===== config.mk =====
export PLATFORM = sky130hd
export DESIGN_NAME = fetch_unit
export DESIGN_NICKNAME = d
export VERILOG_FILES = /design/src/rtl/mips_pkg.sv /design/src/rtl/fetch_perf_ctr.sv /design/src/rtl/fetch_unit.sv
export SDC_FILE = /design/constraint.sdc
export NUM_CORES = 1
export LEC_CHECK = 0
export ABC_AREA = 1
export CAP_MARGIN = 20
export CORE_MARGIN = 2
export CORE_UTILIZATION = 43
export DETAILED_ROUTE_END_ITERATION = 12
export PLACE_DENSITY = 0.8
export SLEW_MARGIN = 20
export SYNTH_ARGS = -nofsm -noshare
export SYNTH_HDL_FRONTEND = slang
export SYNTH_HIERARCHICAL = 1
export SYNTH_SLANG_ARGS = --single-unit

===== constraint.sdc =====
create_clock -name clk -period 2 [get_ports clk]
set_input_delay 0.3 -clock clk [delete_from_list [all_inputs] [get_ports clk]]
set_output_delay 0.3 -clock clk [all_outputs]
set_load 0.005 [all_outputs]

===== src/rtl/mips_pkg.sv =====
// mips_pkg: shared constants for the MIPS pipeline.
//   INSTR_NOP, RESET_PC_DEFAULT, counter saturation value, opcode/funct
//   constants, and the j-instruction target helper.
package mips_pkg;

  localparam logic [31:0] INSTR_NOP        = 32'h0000_0000;
  localparam logic [31:0] RESET_PC_DEFAULT = 32'h0000_0000;
  localparam logic [31:0] PERF_CNT_MAX     = 32'hFFFF_FFFF;

  // Primary opcodes (instr[31:26])
  localparam logic [5:0] OP_RTYPE = 6'h00;
  localparam logic [5:0] OP_J     = 6'h02;
  localparam logic [5:0] OP_BEQ   = 6'h04;
  localparam logic [5:0] OP_ADDI  = 6'h08;
  localparam logic [5:0] OP_LW    = 6'h23;
  localparam logic [5:0] OP_SW    = 6'h2B;

  // R-type funct codes (instr[5:0])
  localparam logic [5:0] FUNCT_ADD = 6'h20;
  localparam logic [5:0] FUNCT_SUB = 6'h22;
  localparam logic [5:0] FUNCT_AND = 6'h24;
  localparam logic [5:0] FUNCT_OR  = 6'h25;
  localparam logic [5:0] FUNCT_SLT = 6'h2A;

  // j target: region bits come from the PC+4 of the jump itself.
  function automatic logic [31:0] jump_target(input logic [3:0]  pc4_hi,
                                              input logic [25:0] idx);
    return {pc4_hi, idx, 2'b00};
  endfunction

endpackage


===== src/rtl/fetch_perf_ctr.sv =====
// fetch_perf_ctr: 32-bit saturating event counter with synchronous
// active-low clear.
//   clk    in   clock
//   rst_n  in   synchronous clear, active-low
//   i_inc  in   count one event this cycle
//   o_cnt  out  current count (sticks at all-ones)
module fetch_perf_ctr
  import mips_pkg::*;
(
  input  logic        clk,
  input  logic        rst_n,
  input  logic        i_inc,
  output logic [31:0] o_cnt
);

  logic [31:0] r_cnt;

  always_ff @(posedge clk) begin
    if (!rst_n) begin
      r_cnt <= '0;
    end else if (i_inc && (r_cnt != PERF_CNT_MAX)) begin
      r_cnt <= r_cnt + 32'd1;
    end
  end

  assign o_cnt = r_cnt;

endmodule


===== src/rtl/fetch_unit.sv =====
// fetch_unit: IF stage of the 5-stage MIPS pipeline.
//   Holds the PC, addresses IMEM (combinational read), captures the returned
//   word into the IF/ID register, and applies stall / branch / jump redirects.
//   Optional feature macro: FETCH_PERF_EN adds stall_cnt / flush_cnt ports.
// Ports:
//   clk, rst_n                  clock, synchronous active-low reset
//   imem_addr  out  ADDR_W      byte address = pc[ADDR_W-1:0]
//   imem_data  in   32          instruction word for imem_addr
//   stall      in   1           hold PC and IF/ID
//   id_branch_taken/target      taken beq redirect
//   id_jump/id_jump_idx         j redirect
//   pc         out  32          current fetch PC
//   if_id_instr/pc4/valid       IF/ID register
//   stall_cnt/flush_cnt (opt)   saturating perf counters
module fetch_unit
  import mips_pkg::*;
#(
  parameter int unsigned  ADDR_W   = 7,
  parameter logic [31:0]  RESET_PC = RESET_PC_DEFAULT
) (
  input  logic              clk,
  input  logic              rst_n,
  output logic [ADDR_W-1:0] imem_addr,
  input  logic [31:0]       imem_data,
  input  logic              stall,
  input  logic              id_branch_taken,
  input  logic [31:0]       id_branch_target,
  input  logic              id_jump,
  input  logic [25:0]       id_jump_idx,
  output logic [31:0]       pc,
  output logic [31:0]       if_id_instr,
  output logic [31:0]       if_id_pc4,
  output logic              if_id_valid
`ifdef FETCH_PERF_EN
  ,
  output logic [31:0]       stall_cnt,
  output logic [31:0]       flush_cnt
`endif
);

  logic [31:0] r_pc;
  logic [31:0] r_if_id_instr;
  logic [31:0] r_if_id_pc4;
  logic        r_if_id_valid;

  logic [31:0] w_pc4;
  logic [31:0] w_branch_tgt;
  logic        w_redirect;
  logic [31:0] w_pc_next;

  assign w_pc4        = r_pc + 32'd4;
  assign w_branch_tgt = id_branch_target & ~32'h3;
  assign w_redirect   = id_branch_taken | id_jump;

  // Branch beats jump; any redirect beats stall.
  always_comb begin
    w_pc_next = w_pc4;
    if (id_branch_taken) begin
      w_pc_next = w_branch_tgt;
    end else if (id_jump) begin
      w_pc_next = jump_target(r_if_id_pc4[31:28], id_jump_idx);
    end else if (stall) begin
      w_pc_next = r_pc;
    end
  end

  always_ff @(posedge clk) begin
    if (!rst_n) begin
      r_pc          <= RESET_PC;
      r_if_id_instr <= INSTR_NOP;
      r_if_id_pc4   <= '0;
      r_if_id_valid <= 1'b0;
    end else begin
      r_pc <= w_pc_next;
      if (w_redirect) begin
        // Squash the wrong-path fetch; pc4 is left as-is.
        r_if_id_instr <= INSTR_NOP;
        r_if_id_valid <= 1'b0;
      end else if (!stall) begin
        r_if_id_instr <= imem_data;
        r_if_id_pc4   <= w_pc4;
        r_if_id_valid <= 1'b1;
      end
    end
  end

  assign imem_addr   = r_pc[ADDR_W-1:0];
  assign pc          = r_pc;
  assign if_id_instr = r_if_id_instr;
  assign if_id_pc4   = r_if_id_pc4;
  assign if_id_valid = r_if_id_valid;

`ifdef FETCH_PERF_EN
  fetch_perf_ctr u_stall_ctr (
    .clk   (clk),
    .rst_n (rst_n),
    .i_inc (stall & ~w_redirect),
    .o_cnt (stall_cnt)
  );

  fetch_perf_ctr u_flush_ctr (
    .clk   (clk),
    .rst_n (rst_n),
    .i_inc (w_redirect),
    .o_cnt (flush_cnt)
  );
`endif

`ifndef SYNTHESIS
  // ID must never raise both redirects; branch is honoured if it does.
  always @(posedge clk) begin
    if (rst_n && id_branch_taken && id_jump) begin
      $warning("fetch_unit: protocol violation, branch and jump in same cycle");
    end
  end
`endif

endmodule

After elaboration in Yosys (flattened, before gate mapping)
Index checks and enable logic that the tools add are counted.
{"block": "op_classes", "bitwise": 4, "add_sub_neg": 1, "reduce_logical": 3, "muxes": 3, "n_eq_ne": 1}
{"operator": "$mux 32", "count": 3}
{"operator": "$add 32x3->32 const B", "count": 1}
{"operator": "$ne 3x1->1 const B", "count": 1}
{"operator": "$not 1->1", "count": 3}
{"operator": "$reduce_or 3->1", "count": 1}
{"operator": "$reduce_and 2->1", "count": 1}
{"operator": "$reduce_or 2->1", "count": 1}
{"operator": "$or 1x1->1", "count": 1}
{"block": "word_totals", "wordCells": 17, "output_inout_bits": 104, "input_bits": 95, "ff_bits": 97}

Depth between registers and ports, before layout
Gate-level depths: netlist of run 1.
{"block": "depth", "ltp_word": 4, "depth_mapped": 10, "depth_no_buf": 10}

Worst setup path before layout of run 1
Ideal clock, no wire load.
{"block": "synth_path", "path_type": "register -> register", "startpoint": "register r_pc[2] (netlist: pc[2])", "endpoint": "register r_if_id_pc4[18] (netlist: if_id_pc4[18])", "arrival_time_ns": 1.395, "path_buffers": 0, "synth_period_minus_slack_ns": 1.512, "t_required_ns": 1.884, "setup_ns": 0.116, "stages_incl_launch_ff": 9, "slack_ns": 0.488, "cell_sequence": "dfxtp_1 -> ha_1 -> nand2_1 -> nor2_4 -> nand2_4 -> o21ai_0 -> nand3_1 -> o211ai_1 -> inv_1"}
{"block": "synth_between", "elab_chain_cells": 1}
{"item": "start, declared", "line_no": "fetch_unit.sv:41", "rtl": "logic [31:0] r_pc;"}
{"item": "start signal, assigned", "line_no": "fetch_unit.sv:74", "rtl": "r_pc <= w_pc_next;"}
{"item": "$add 32x3->32", "line_no": "fetch_unit.sv:51", "rtl": "assign w_pc4 = r_pc + 32'd4;"}
{"item": "end signal, assigned", "line_no": "fetch_unit.sv:81", "rtl": "r_if_id_pc4 <= w_pc4;"}
{"item": "end, declared", "line_no": "fetch_unit.sv:43", "rtl": "logic [31:0] r_if_id_pc4;"}
Every way passes these cells.
A chain may end at the register's enable or synchronous reset.

Worst setup path in the final report of run 1
{"block": "layout_path", "startpoint": "register r_pc[13] (netlist: pc[13])", "endpoint": "output port pc[13]"}
{"item": "end, declared", "line_no": "fetch_unit.sv:30", "rtl": "output logic [31:0] pc,"}
No word-level cell between the ends.

==> run_results.csv, run 1 <==
group,metric,value,unit
run_status,status,"complete, no violations",
die,rows,38,
sta,report.final.slew_viol_count,0,
synthesis,yosys.area.top_type,"dfxtp_1",
route,first_iter_violations,469,
sta,fin_crit,1.736,ns
synthesis,ys_ff_latch,93,
sta,hold_viol,0,
pwr,ir_drop,533.7,uV
final_layout,antenna_cells,0,
synthesis,synthDistinctLibCells,30,
route,vias,5342,
sta,clock_skew,0.009202,ns
final_layout,nets,1007,
synthesis,synth.most_common_cell,"nand2_1",
pwr,p_leak,2.779,nW
run,drv_cap,0,
placement,post-place-ws,0.1412,ns
worst_setup_path,reg2reg_depth,8,
grt,grt.overflow.total,0,
die,die_x,109.9,microns
route,drt-total-wl,15.20,mm
synthesis,synth_area,4825,sq um
min_path,hold_class,"input port to register",
sta,hold_slack,0.4639,ns
min_path,hold_depth,5,
final_layout,fillerInstances,973,
synthesis,synth-edff-count,0,
final_layout,seq_area,1862,sq um
route,ant_nets,0,
die,initial_utilization,44.31,%
worst_setup_path,reg2reg_to,"if_id_pc4[18]",
clock_tree,clock-sinks,93,
synthesis,syn_avg_cell_area,6.555,sq um
die,ios,199,
synthesis,synth_cells,736,
synthesis,yosysWarnings,6,
clock_tree,cts_resized,0,
die,die_h,109.9,microns
min_path,hold_start,"id_branch_taken",
synthesis,netlist.area_leader.share,38.59,%
min_path,hold_end,"if_id_instr[16]",
route,drc,0,
sta,finalCritPeriodShare,86.79,%
sta,setup_tns,0,ns
synthesis,ys_seq_area_share,38.59,%
clock_tree,cts_setup_buffers,0,
grt,grt_pass1_vias,5011,
worst_setup_path,critPathKind,"register to primary output",
worst_setup_path,critPathLaunchType,"register",
clock_tree,root_buffer,"clkbuf_8",
sta,rsz0062_at_grt,"no",
grt,grt_pass1_wl,24.49,mm
clock_tree,clkLatencyLatePin,0.37,ns
synthesis,synthTopCellsByCount,"167 x nand2_1, 105 x nor2_1, 93 x dfxtp_1, 89 x a21oi_1, 62 x inv_1",
sta,setup_slack,0.2642,ns
synthesis,synthTopCellsByArea,"dfxtp_1 39%, nand2_1 13%, a21oi_1 9.2%",
die,coreArea,10890,sq um
final_layout,multi_input_area,2490,sq um
worst_setup_path,worstSetupEndpointType,"primary output",
sta,fmax,576.1,MHz
grt,grt_max_degree,60,
route,drtPass1Iterations,7,
synthesis,synthArstFlopShare,0,%
clock_tree,cts_buffers,9,
grt,antenna_found_initial,0,
die,die-area,12080,sq um
final_layout,syn_to_final_growth,45.82,%
synthesis,synth_flop_cell,"dfxtp_1",
final_layout,drive_gt1_share,6.550,%
route,viasPerCell,5.059,
pwr,power_density,584.6,nW/um^2
route,routedWlPerCell,14.39,microns
placement,gp_congestion,0.8996,
clock_tree,cts_tree,"built",
worst_setup_path,worst_ep_required_time,1.70,ns
placement,dp_hpwl,11.28,mm
worst_setup_path,critPathMaxFanout,4,
sta,finalSetupViolations,0,
clock_tree,clkTransAtPathRegs,0.09,ns
clock_tree,postCtsHoldBufs,0,
pwr,power,4.113,mW
grt,grt_usage,25.90,%
clock_tree,ctsLongestPathBuffers,2,
clock_tree,h-tree-depth,3,
sta,slew_headroom,60.80,%
placement,portBuffers,190,
sta,tightest_slew,0.5880,ns
worst_setup_path,r2r_slack,0.31,ns
worst_setup_path,timing.rr.start,"pc[2]",
worst_setup_path,critPathArrivalTime,1.44,ns
==> placed cells by master, fill, tap and decap left out, types with 2 or more instances in the layout <==
| master | count |
|---|---|
| nor2_4 | 6 |
| nor2_2 | 8 |
| xor2_1 | 4 |
| nor2_1 | 105 |
| nand3b_1 | 2 |
| clkinv_2 | 3 |
| a21oi_1 | 89 |
| clkbuf_8 | 11 |
| xnor2_1 | 3 |
| clkdlybuf4s50_1 | 189 |
| nand2_2 | 4 |
| buf_4 | 17 |
| nand4_1 | 3 |
| buf_12 | 3 |
| inv_1 | 62 |
| nand2_1 | 167 |
| o21ai_0 | 54 |
| dfxtp_1 | 93 |
| o211ai_1 | 22 |
| inv_6 | 2 |
| conb_1 | 6 |
| nand3_1 | 52 |
==> critical path: stages, from the launching register on <==
cell             delay, ns
dfxtp_1               0.41
buf_4                 0.16
clkdlybuf4s50_1       0.50
==> area by class of cell <==
cell class,count,area share (%)
repair buffers,210,29.63
flip-flops and latches,93,26.46
clock inverters,5,0.4624
well taps,140,2.490
multi-input cells,533,35.39
inverters,64,3.415
clock buffers,11,2.152
==> sequential cells by signal (all words and copies together), names as in the netlist <==
register	flops
pc	30
if_id_pc4	30
if_id_valid	1
if_id_instr	32
==> per-stage QoR <==
| step | instance area (sq um) | std cells | utilization, % |
|---|---|---|---|
| 2_1_floorplan | 4843 | 741 | - |
| 3_3_place_gp | 6852 | 1040 | 62.93 |
| 3_5_place_dp | 6852 | 1040 | 62.93 |
| 4_1_cts | 7036 | 1056 | 64.62 |
| 5_1_grt | 7036 | 1056 | 64.62 |
| 6_report | 7036 | 1056 | 64.62 |
==> metal layers <==
| layer | GRT usage [%] | wire length [microns] | up-vias |
|---|---|---|---|
| met5 | 0 | 0 | - |
| li1 | - | - | 2716 |
| met4 | 6.420 | 217 | 0 |
| met1 | 32.39 | 6408 | 2397 |
| met3 | 9.721 | 1680 | 17 |
| met2 | 42.02 | 6891 | 212 |
==> power by group <==
part	internal [mW]	switching [mW]
Sequential	1.94	0.104
Clock	0.523	0.694
Combinational	0.479	0.370
Total	2.95	1.17
==> cells by family (layout without fill, tap and decap cells) <==
family | after synthesis | in the layout | share of synthesized area, %
other cells | 1 | 6 | 0.07773
flops | 93 | 93 | 38.59
compound gates | 167 | 167 | 18.57
fa+ha+maj | 1 | 1 | 0.2593
simple gates | 352 | 352 | 31.04
buf+inv | 115 | 290 | 10.19
xor+xnor | 7 | 7 | 1.271
==> how the worst max path moves through the flow <==
stage | slack (ns) | cells past startpoint | from | end
4_1_cts | 0.26 | 2 | pc[13] | pc[13]
5_1_grt | 0.12 | 9 | pc[2] | pc[24]
3_3_place_gp | 0.16 | 8 | id_jump | pc[25]
6_report | 0.26 | 2 | pc[13] | pc[13]
2_1_floorplan | 0.49 | 8 | pc[2] | if_id_pc4[18]
3_5_place_dp | 0.14 | 8 | id_jump | if_id_pc4[19]
No activity file was read; power rests on OpenSTA's default activity.
==> run 2, diff against run 1 <==
Settings changed: CTS_CLUSTER_DIAMETER set to 80.
==> results of run 2 <==
No change in the layout: final DEF, timing and power equal those of run 1.
